--- src/rtl/noc_pkg.sv ---
// Shared NoC router definitions: flit field positions, lane indices and
// the golden-epoch FSM state type.
package noc_pkg;

  localparam int FLIT_W   = 32;
  localparam int GOLD_BIT = 0;
  localparam int SEQ_MSB  = 19;
  localparam int SEQ_LSB  = 15;
  localparam int SRC_MSB  = 24;
  localparam int SRC_LSB  = 20;
  localparam int NODE_W   = SRC_MSB - SRC_LSB + 1;
  localparam int LANES    = 4;

  localparam int LANE_N = 0;
  localparam int LANE_E = 1;
  localparam int LANE_S = 2;
  localparam int LANE_W = 3;

  typedef enum logic {IDLE, RUN} epoch_state_t;

  // Number of set bits in a lane mask (0..4).
  function automatic logic [2:0] lane_popcnt(input logic [LANES-1:0] m);
    logic [2:0] n;
    n = '0;
    for (int i = 0; i < LANES; i++) n = n + {2'b0, m[i]};
    return n;
  endfunction

endpackage

--- src/rtl/golden_epoch_ctrl_if.sv ---
// Lane bus between the input latches and the arbiter network.
// master drives flits in and watches the stamped result; slave is the stamper.
interface golden_epoch_ctrl_if import noc_pkg::*; ();
  logic [LANES-1:0]             in_valid;
  logic [LANES-1:0][FLIT_W-1:0] in_flit;
  logic [LANES-1:0]             out_valid;
  logic [LANES-1:0][FLIT_W-1:0] out_flit;

  modport master (output in_valid, in_flit, input out_valid, out_flit);
  modport slave  (input in_valid, in_flit, output out_valid, out_flit);
endinterface

--- src/rtl/golden_stamp_lane.sv ---
// Per-lane golden bit rewrite: bit 0 is replaced (never OR'd) by
// valid & running & (source id == current golden node). All other bits pass.
module golden_stamp_lane import noc_pkg::*; (
  input  logic              vld,
  input  logic              run,
  input  logic [NODE_W-1:0] gold_node,
  input  logic [FLIT_W-1:0] flit_in,
  output logic [FLIT_W-1:0] flit_out,
  output logic              gold
);
  // Incoming golden bit is deliberately discarded.
  logic unused_gold_in;
  assign unused_gold_in = flit_in[GOLD_BIT];

  // Ids >= NUM_NODES can never equal gold_node, so no range check is needed.
  assign gold     = vld & run & (flit_in[SRC_MSB:SRC_LSB] == gold_node);
  assign flit_out = {flit_in[FLIT_W-1:GOLD_BIT+1], gold};
endmodule

--- src/rtl/golden_epoch_ctrl.sv ---
// Golden-epoch scheduler: epoch counter, round-robin golden node and a
// registered stamping stage for the four router input lanes.
// Optional golden-flit statistics counter under macro GOLDEN_EPOCH_STATS_EN.
module golden_epoch_ctrl import noc_pkg::*; #(
  parameter int EPOCH_LEN = 16,
  parameter int NUM_NODES = 16
) (
  input  logic              clk,
  input  logic              rst_n,
  input  logic              en,
  input  logic              stall,
  golden_epoch_ctrl_if.slave bus,
  output logic [NODE_W-1:0] gold_node,
`ifdef GOLDEN_EPOCH_STATS_EN
  output logic [15:0]       gold_cnt,
`endif
  output logic              epoch_tick
);
  localparam logic [15:0]       LAST_CNT  = 16'(EPOCH_LEN - 1);
  localparam logic [NODE_W-1:0] LAST_NODE = NODE_W'(NUM_NODES - 1);

  epoch_state_t                 state;
  logic [15:0]                  cnt;
  logic                         run;
  logic                         expire;
  logic [LANES-1:0][FLIT_W-1:0] stamped;
  logic [LANES-1:0]             gold;

  assign run    = (state == RUN);
  assign expire = run & en & ~stall & (cnt == LAST_CNT);

  // Epoch FSM: counter, golden-node rotation and tick pulse.
  always_ff @(posedge clk or negedge rst_n) begin
    if (!rst_n) begin
      state      <= IDLE;
      cnt        <= '0;
      gold_node  <= '0;
      epoch_tick <= 1'b0;
    end else begin
      epoch_tick <= 1'b0;
      case (state)
        IDLE: begin
          cnt <= '0;
          if (en) state <= RUN;
        end
        RUN: begin
          // Disable wins over stall and over expiry; gold_node survives.
          if (!en) begin
            state <= IDLE;
            cnt   <= '0;
          end else if (!stall) begin
            if (cnt == LAST_CNT) begin
              cnt        <= '0;
              gold_node  <= (gold_node == LAST_NODE) ? '0 : gold_node + 1'b1;
              epoch_tick <= 1'b1;
            end else begin
              cnt <= cnt + 16'd1;
            end
          end
        end
        default: state <= IDLE;
      endcase
    end
  end

  // Lane stampers see the pre-edge gold_node, so a tick edge still uses the old node.
  golden_stamp_lane u_lane [LANES-1:0] (
    .vld      (bus.in_valid),
    .run      (run),
    .gold_node(gold_node),
    .flit_in  (bus.in_flit),
    .flit_out (stamped),
    .gold     (gold)
  );

  // Output register stage; stall freezes it.
  always_ff @(posedge clk or negedge rst_n) begin
    if (!rst_n) begin
      bus.out_valid <= '0;
      bus.out_flit  <= '0;
    end else if (!stall) begin
      bus.out_valid <= bus.in_valid;
      bus.out_flit  <= stamped;
    end
  end

`ifdef GOLDEN_EPOCH_STATS_EN
  logic [2:0]  n_gold;
  logic [16:0] cnt_sum;

  assign n_gold  = lane_popcnt(gold);
  assign cnt_sum = {1'b0, gold_cnt} + {14'b0, n_gold};

  // Golden stamps per epoch, saturating; restarts with the tick edge's own stamps.
  always_ff @(posedge clk or negedge rst_n) begin
    if (!rst_n) begin
      gold_cnt <= '0;
    end else if (!stall) begin
      if (expire) gold_cnt <= {13'b0, n_gold};
      else        gold_cnt <= cnt_sum[16] ? 16'hFFFF : cnt_sum[15:0];
    end
  end
`else
  logic unused_stats;
  assign unused_stats = ^{expire, gold};
`endif

endmodule

--- src/flat_wrapper.sv ---
// flat-port wrapper written by rule: the top's interface ports become plain ports
module golden_epoch_ctrl_flat import noc_pkg::*;
#(
  parameter int EPOCH_LEN = 16,
  parameter int NUM_NODES = 16
)
  (clk, rst_n, en, stall, gold_node, epoch_tick, bus_in_valid, bus_in_flit, bus_out_valid, bus_out_flit);
  golden_epoch_ctrl_if bus_i ();
  input  logic clk;
  input  logic rst_n;
  input  logic en;
  input  logic stall;
  output logic [NODE_W-1:0] gold_node;
  output logic epoch_tick;
  input wire logic [$bits(bus_i.in_valid)-1:0] bus_in_valid;
  input wire logic [$bits(bus_i.in_flit)-1:0] bus_in_flit;
  output wire logic [$bits(bus_i.out_valid)-1:0] bus_out_valid;
  output wire logic [$bits(bus_i.out_flit)-1:0] bus_out_flit;
  assign bus_i.in_valid = bus_in_valid;
  assign bus_i.in_flit = bus_in_flit;
  assign bus_out_valid = bus_i.out_valid;
  assign bus_out_flit = bus_i.out_flit;
  golden_epoch_ctrl #(.EPOCH_LEN(EPOCH_LEN), .NUM_NODES(NUM_NODES)) u_core (.clk(clk), .rst_n(rst_n), .en(en), .stall(stall), .bus(bus_i), .gold_node(gold_node), .epoch_tick(epoch_tick));
endmodule
--- config.mk ---
export PLATFORM = sky130hd
export DESIGN_NAME = golden_epoch_ctrl_flat
export DESIGN_NICKNAME = d
export VERILOG_FILES = /design/src/rtl/noc_pkg.sv /design/src/rtl/golden_epoch_ctrl_if.sv /design/src/rtl/golden_stamp_lane.sv /design/src/rtl/golden_epoch_ctrl.sv /design/src/flat_wrapper.sv
export SDC_FILE = /design/constraint.sdc
export NUM_CORES = 1
export LEC_CHECK = 0
export BUFFER_PORTS_ARGS = -buffer_cell sky130_fd_sc_hd__buf_2
export CAP_MARGIN = 20
export CORE_ASPECT_RATIO = 1.2
export CORE_MARGIN = 2
export CORE_UTILIZATION = 45
export DETAILED_ROUTE_END_ITERATION = 8
export PLACE_DENSITY = 0.78
export RECOVER_POWER = 50
export SETUP_SLACK_MARGIN = 0.2
export SYNTH_ARGS = -nofsm -noshare
export SYNTH_HDL_FRONTEND = slang
export SYNTH_SLANG_ARGS = --single-unit
--- constraint.sdc ---
create_clock -name clk -period 2.2 [get_ports clk]
set_input_delay 0.11 -clock clk [delete_from_list [all_inputs] [get_ports clk]]
set_output_delay 0.11 -clock clk [all_outputs]
set_load 0.01 [all_outputs]
==> summary by stage <==
Logic synthesis
Synthesis inferred 155 register bits. The most instantiated flip-flop cell in the synthesis netlist is sky130_fd_sc_hd__dfrtp_1. The count of distinct cell types in the synthesized netlist is 39. After synthesis, the mean cell area works out to around 14 um2. Synthesis handed over a netlist of 436 instances. The area share of the largest cell type after synthesis is 0.614. Summed over all instances, the cell type with the most area after synthesis is sky130_fd_sc_hd__dfrtp_1.

Ranked by total cell area, the synthesized netlist is headed by sky130_fd_sc_hd__dfrtp_1 61%, sky130_fd_sc_hd__mux2_2 23%, sky130_fd_sc_hd__xor2_1 2.9%. For this run, asynchronously set or reset flops after synthesis account for 1.00. Synthesis produced a netlist with a net count of 574.

Of the synthesized area, sequential elements account for 0.614. Counting flops with a built-in enable in the synthesized netlist gives 0. The cell area that synthesis handed to floorplanning was roughly 0.0063 mm2. During synthesis, Yosys emitted a total of 0 warnings.

Final layout
The final-stage net count is around 970. The fraction of final layout cells with drive strength greater than 1 is 0.489. Compared with the post-synthesis result, the final layout area differs by 54.1%. The most frequent standard cell in the layout excluding fill and tap cells is sky130_fd_sc_hd__buf_2. The repair_antennas step left the layout with diodes totalling 0. The final cell count without fillers is between 1000 and 1500.

For this run, the share of the core covered by cells in the final layout is 0.708. In the layout the commonest cells are 240 x sky130_fd_sc_hd__buf_2, 155 x sky130_fd_sc_hd__dfrtp_1, 130 x sky130_fd_sc_hd__dlygate4sd3_1, 127 x sky130_fd_sc_hd__mux2_2, 29 x sky130_fd_sc_hd__clkbuf_1.

Worst hold path
The class of the tightest hold or removal check is input port to flip-flop. Counting instances, the worst hold path has a depth of 3.

Global routing
For met3 alone, demand over resource in global routing was 0.0678. In the global route stage, met2 resource usage came out at 0.479. The most utilized layer in the global route result is met2. The maximum number of pins on one net before global-route repair is 87.

The met1 track utilization from global routing is 0.260. The via count of the first global-routing pass is between 5000 and 6000. The number of antenna violations at the first check in global routing is 0. The wire length of the first global-routing pass is between 30000 and 40000 um.

Global routing finished with a remaining overflow of 0. The combined global-route utilization of all metal layers is 0.256.

Placed design
The congestion estimate from routability-driven global placement came to 0.818. Port buffering added around 270 buffers. After legalization and detailed placement, the total HPWL measured approximately 11000 um. Counting tap cells, the placed design contains a total of around 860 instances.

The worst slack after detailed placement is roughly 0.25 ns.

Timing
In the post-route analysis, the smallest setup slack over all paths is between 0.3 and 0.4 ns. Summed over all failing endpoints, the final setup total negative slack is 0 ns. The number of hold violations in the final report is 0. Setup violations remaining at the end of the flow were counted as 0.

The number of slew-limit violations in the final report is 0. The slew at the pin closest to its max-slew limit is 1.38 ns. Timing would allow up to between 500 and 600 MHz. The post-route clock skew is just under 0.009 ns. The final worst-path cycle share is 0.852. The worst path needs about 1.9 ns of the cycle, external delays included.

The worst-case headroom to the max-slew limit is 0.0796. Setup repair after global routing left no endpoint under its margin.

CTS
After clock tree synthesis, the clock-pin slew on the worst setup and hold paths is 0.06 ns. The tree built by TritonCTS fans out to around 160 sinks. The level count of the clock H-tree is 4.

The maximum root-to-sink buffer count is 2. At the later pin of the worst-skew pair, clock insertion delay measures 0.42 ns. The clock tree from TritonCTS is done. The tree is rooted in a sky130_fd_sc_hd__clkbuf_16. The total CTS buffers is 17.

Critical path
For the worst setup path, the data arrival time is around 2.2 ns. The startpoint type of the worst setup path is a flip-flop. The worst setup path is captured at a flip-flop. The required time reported for the critical path endpoint is around 2.5 ns.

For the worst flop-to-flop path, the logic depth is 4. The maximum fanout along the worst path is 6. The worst setup path is of the flip-flop to flip-flop kind.

Die
The standard-cell row count is 47. During I/O placement, the number of pins put on the boundary was between 200 and 300. The area of the die is approximately 0.015 mm2.

The die width is 112 um. The floorplan step defined a core boundary enclosing 0.0138 mm2. The die extent in y is between 100 and 150 um. The initial utilization of the core area, before any placement, comes to 0.459.

Route
The number of design rule violations left after detail routing is 0. In the final routed layout, each cell accounts on average for 18.8 um. In this run, the number of DRC markers left after iteration 0 of detailed routing was about 160.

In the routed layout, each cell is associated on average with a via count of roughly 5.2. The detail route stage leaves a number of antenna-violating nets equal to 0. The overall via count from detail_route is 5302. The total routed wirelength is roughly 19000 um.

The first detailed-routing pass took 4 iterations.

Status
The run finished with clean final reports.

Power and ir drop
IR analysis of the VDD net gives a maximum drop of between 600 and 700 uV. The static leakage is approximately 4.6 nW. Overall power consumption after layout is estimated at 7.39 mW. Dividing total power by cell area gives a power density of 759 mW/mm2.

Run
The number of maximum-capacitance constraint violations is 0.
## cells by family (layout without fill, tap and decap cells)
group | after synthesis | count (layout) | synth area share
AND/OR/NAND/NOR | 55 | 55 | 0.0503
AO/OA/AOI/OAI | 41 | 41 | 0.0471
XOR/XNOR | 23 | 23 | 0.0319
flip-flops | 155 | 155 | 0.614
buffers and inverters | 29 | 442 | 0.0192
multiplexers | 131 | 131 | 0.234
adder cells (fa/ha/maj) | 2 | 2 | 0.00396
## path summary, 6_finish.rpt
| check | slack [ns] | start | to |
|---|---|---|---|
| worst min register to register | 0.49 | u_core.bus.out_flit[96] | u_core.bus.out_flit[96] |
| worst max register to register | 0.32 | u_core.cnt[5] | u_core.gold_node[0] |
| min in group asynchronous | 0.44 | rst_n | u_core.bus.out_flit[117] |
| worst min-delay path | 0.35 | stall | u_core.bus.out_valid[3] |
| worst max-delay path | 0.32 | u_core.cnt[5] | u_core.gold_node[0] |
| max in group asynchronous | 0.63 | rst_n | u_core.cnt[7] |
## sequential cells by signal, summed over array words and instances (netlist names)
name                  cells
u_core.epoch_tick         1
u_core.cnt               16
u_core.bus.out_valid      4
u_core.gold_node          5
u_core.run                1
u_core.bus.out_flit     128
## layer usage
layer / part of all wire / vias up
met1: 0.34 / 2641
met2: 0.56 / 215
met5: 0 / -
met3: 0.055 / 68
met4: 0.045 / 0
li1: - / 2378
## power by group
group          switching [mW]  internal, mW  leakage, nW
registers               0.130          3.09         1.87
clock network            1.18          1.87        0.302
logic                   0.518         0.609         2.42
## cells in the mapped netlist (4+ instances only)
| library cell | number |
|---|---|
| sky130_fd_sc_hd__dfrtp_1 | 155 |
| sky130_fd_sc_hd__mux2_2 | 131 |
| sky130_fd_sc_hd__xor2_1 | 21 |
| sky130_fd_sc_hd__clkbuf_1 | 14 |
| sky130_fd_sc_hd__nand2_1 | 12 |
| sky130_fd_sc_hd__buf_2 | 10 |
| sky130_fd_sc_hd__nor4_1 | 10 |
| sky130_fd_sc_hd__o21ai_0 | 8 |
| sky130_fd_sc_hd__a21oi_1 | 7 |
| sky130_fd_sc_hd__nand3_1 | 7 |
| sky130_fd_sc_hd__nor2_1 | 7 |
| sky130_fd_sc_hd__a31oi_1 | 6 |
| sky130_fd_sc_hd__a32o_1 | 4 |
| sky130_fd_sc_hd__a41oi_1 | 4 |
| sky130_fd_sc_hd__and3_1 | 4 |
| sky130_fd_sc_hd__inv_1 | 4 |
| sky130_fd_sc_hd__nand4_1 | 4 |
## metrics by stage
| step | hold WS [ns] | cell area, um2 |
|---|---|---|
| 6_report | 0.345 | 9740 |
| 5_1_grt | 0.356 | 9740 |
| 4_1_cts | 0.181 | 9770 |
| 3_5_place_dp | 0.0582 | 7860 |
| 3_3_place_gp | 0.0540 | 7860 |
| 2_1_floorplan | -0.186 | 6320 |
## critical path, stage by stage (launching register included)
cell                      delay, ns
sky130_fd_sc_hd__dfrtp_1       0.47
sky130_fd_sc_hd__nor4_2        0.40
sky130_fd_sc_hd__nand4_1       0.28
sky130_fd_sc_hd__nor2_2        0.25
sky130_fd_sc_hd__mux2_2        0.36
## layout make-up
cell class	count	area (um2)
fill	911	4020
sequential	155	3880
timing repair buffer	406	2680
multi-input combinational	252	2340
clock buffer	20	467
tap	171	214
clock inverter	12	144
inverter	4	15.0
## timing repair
action                                  in CTS  in global routing
gates resized for setup                      0                  3
endpoints found under the setup margin       0                  2
hold buffers                               130                  0
hold endpoints to repair                   183                  0
setup buffers                                0                  0
No activity file was read; power rests on OpenSTA's default activity.
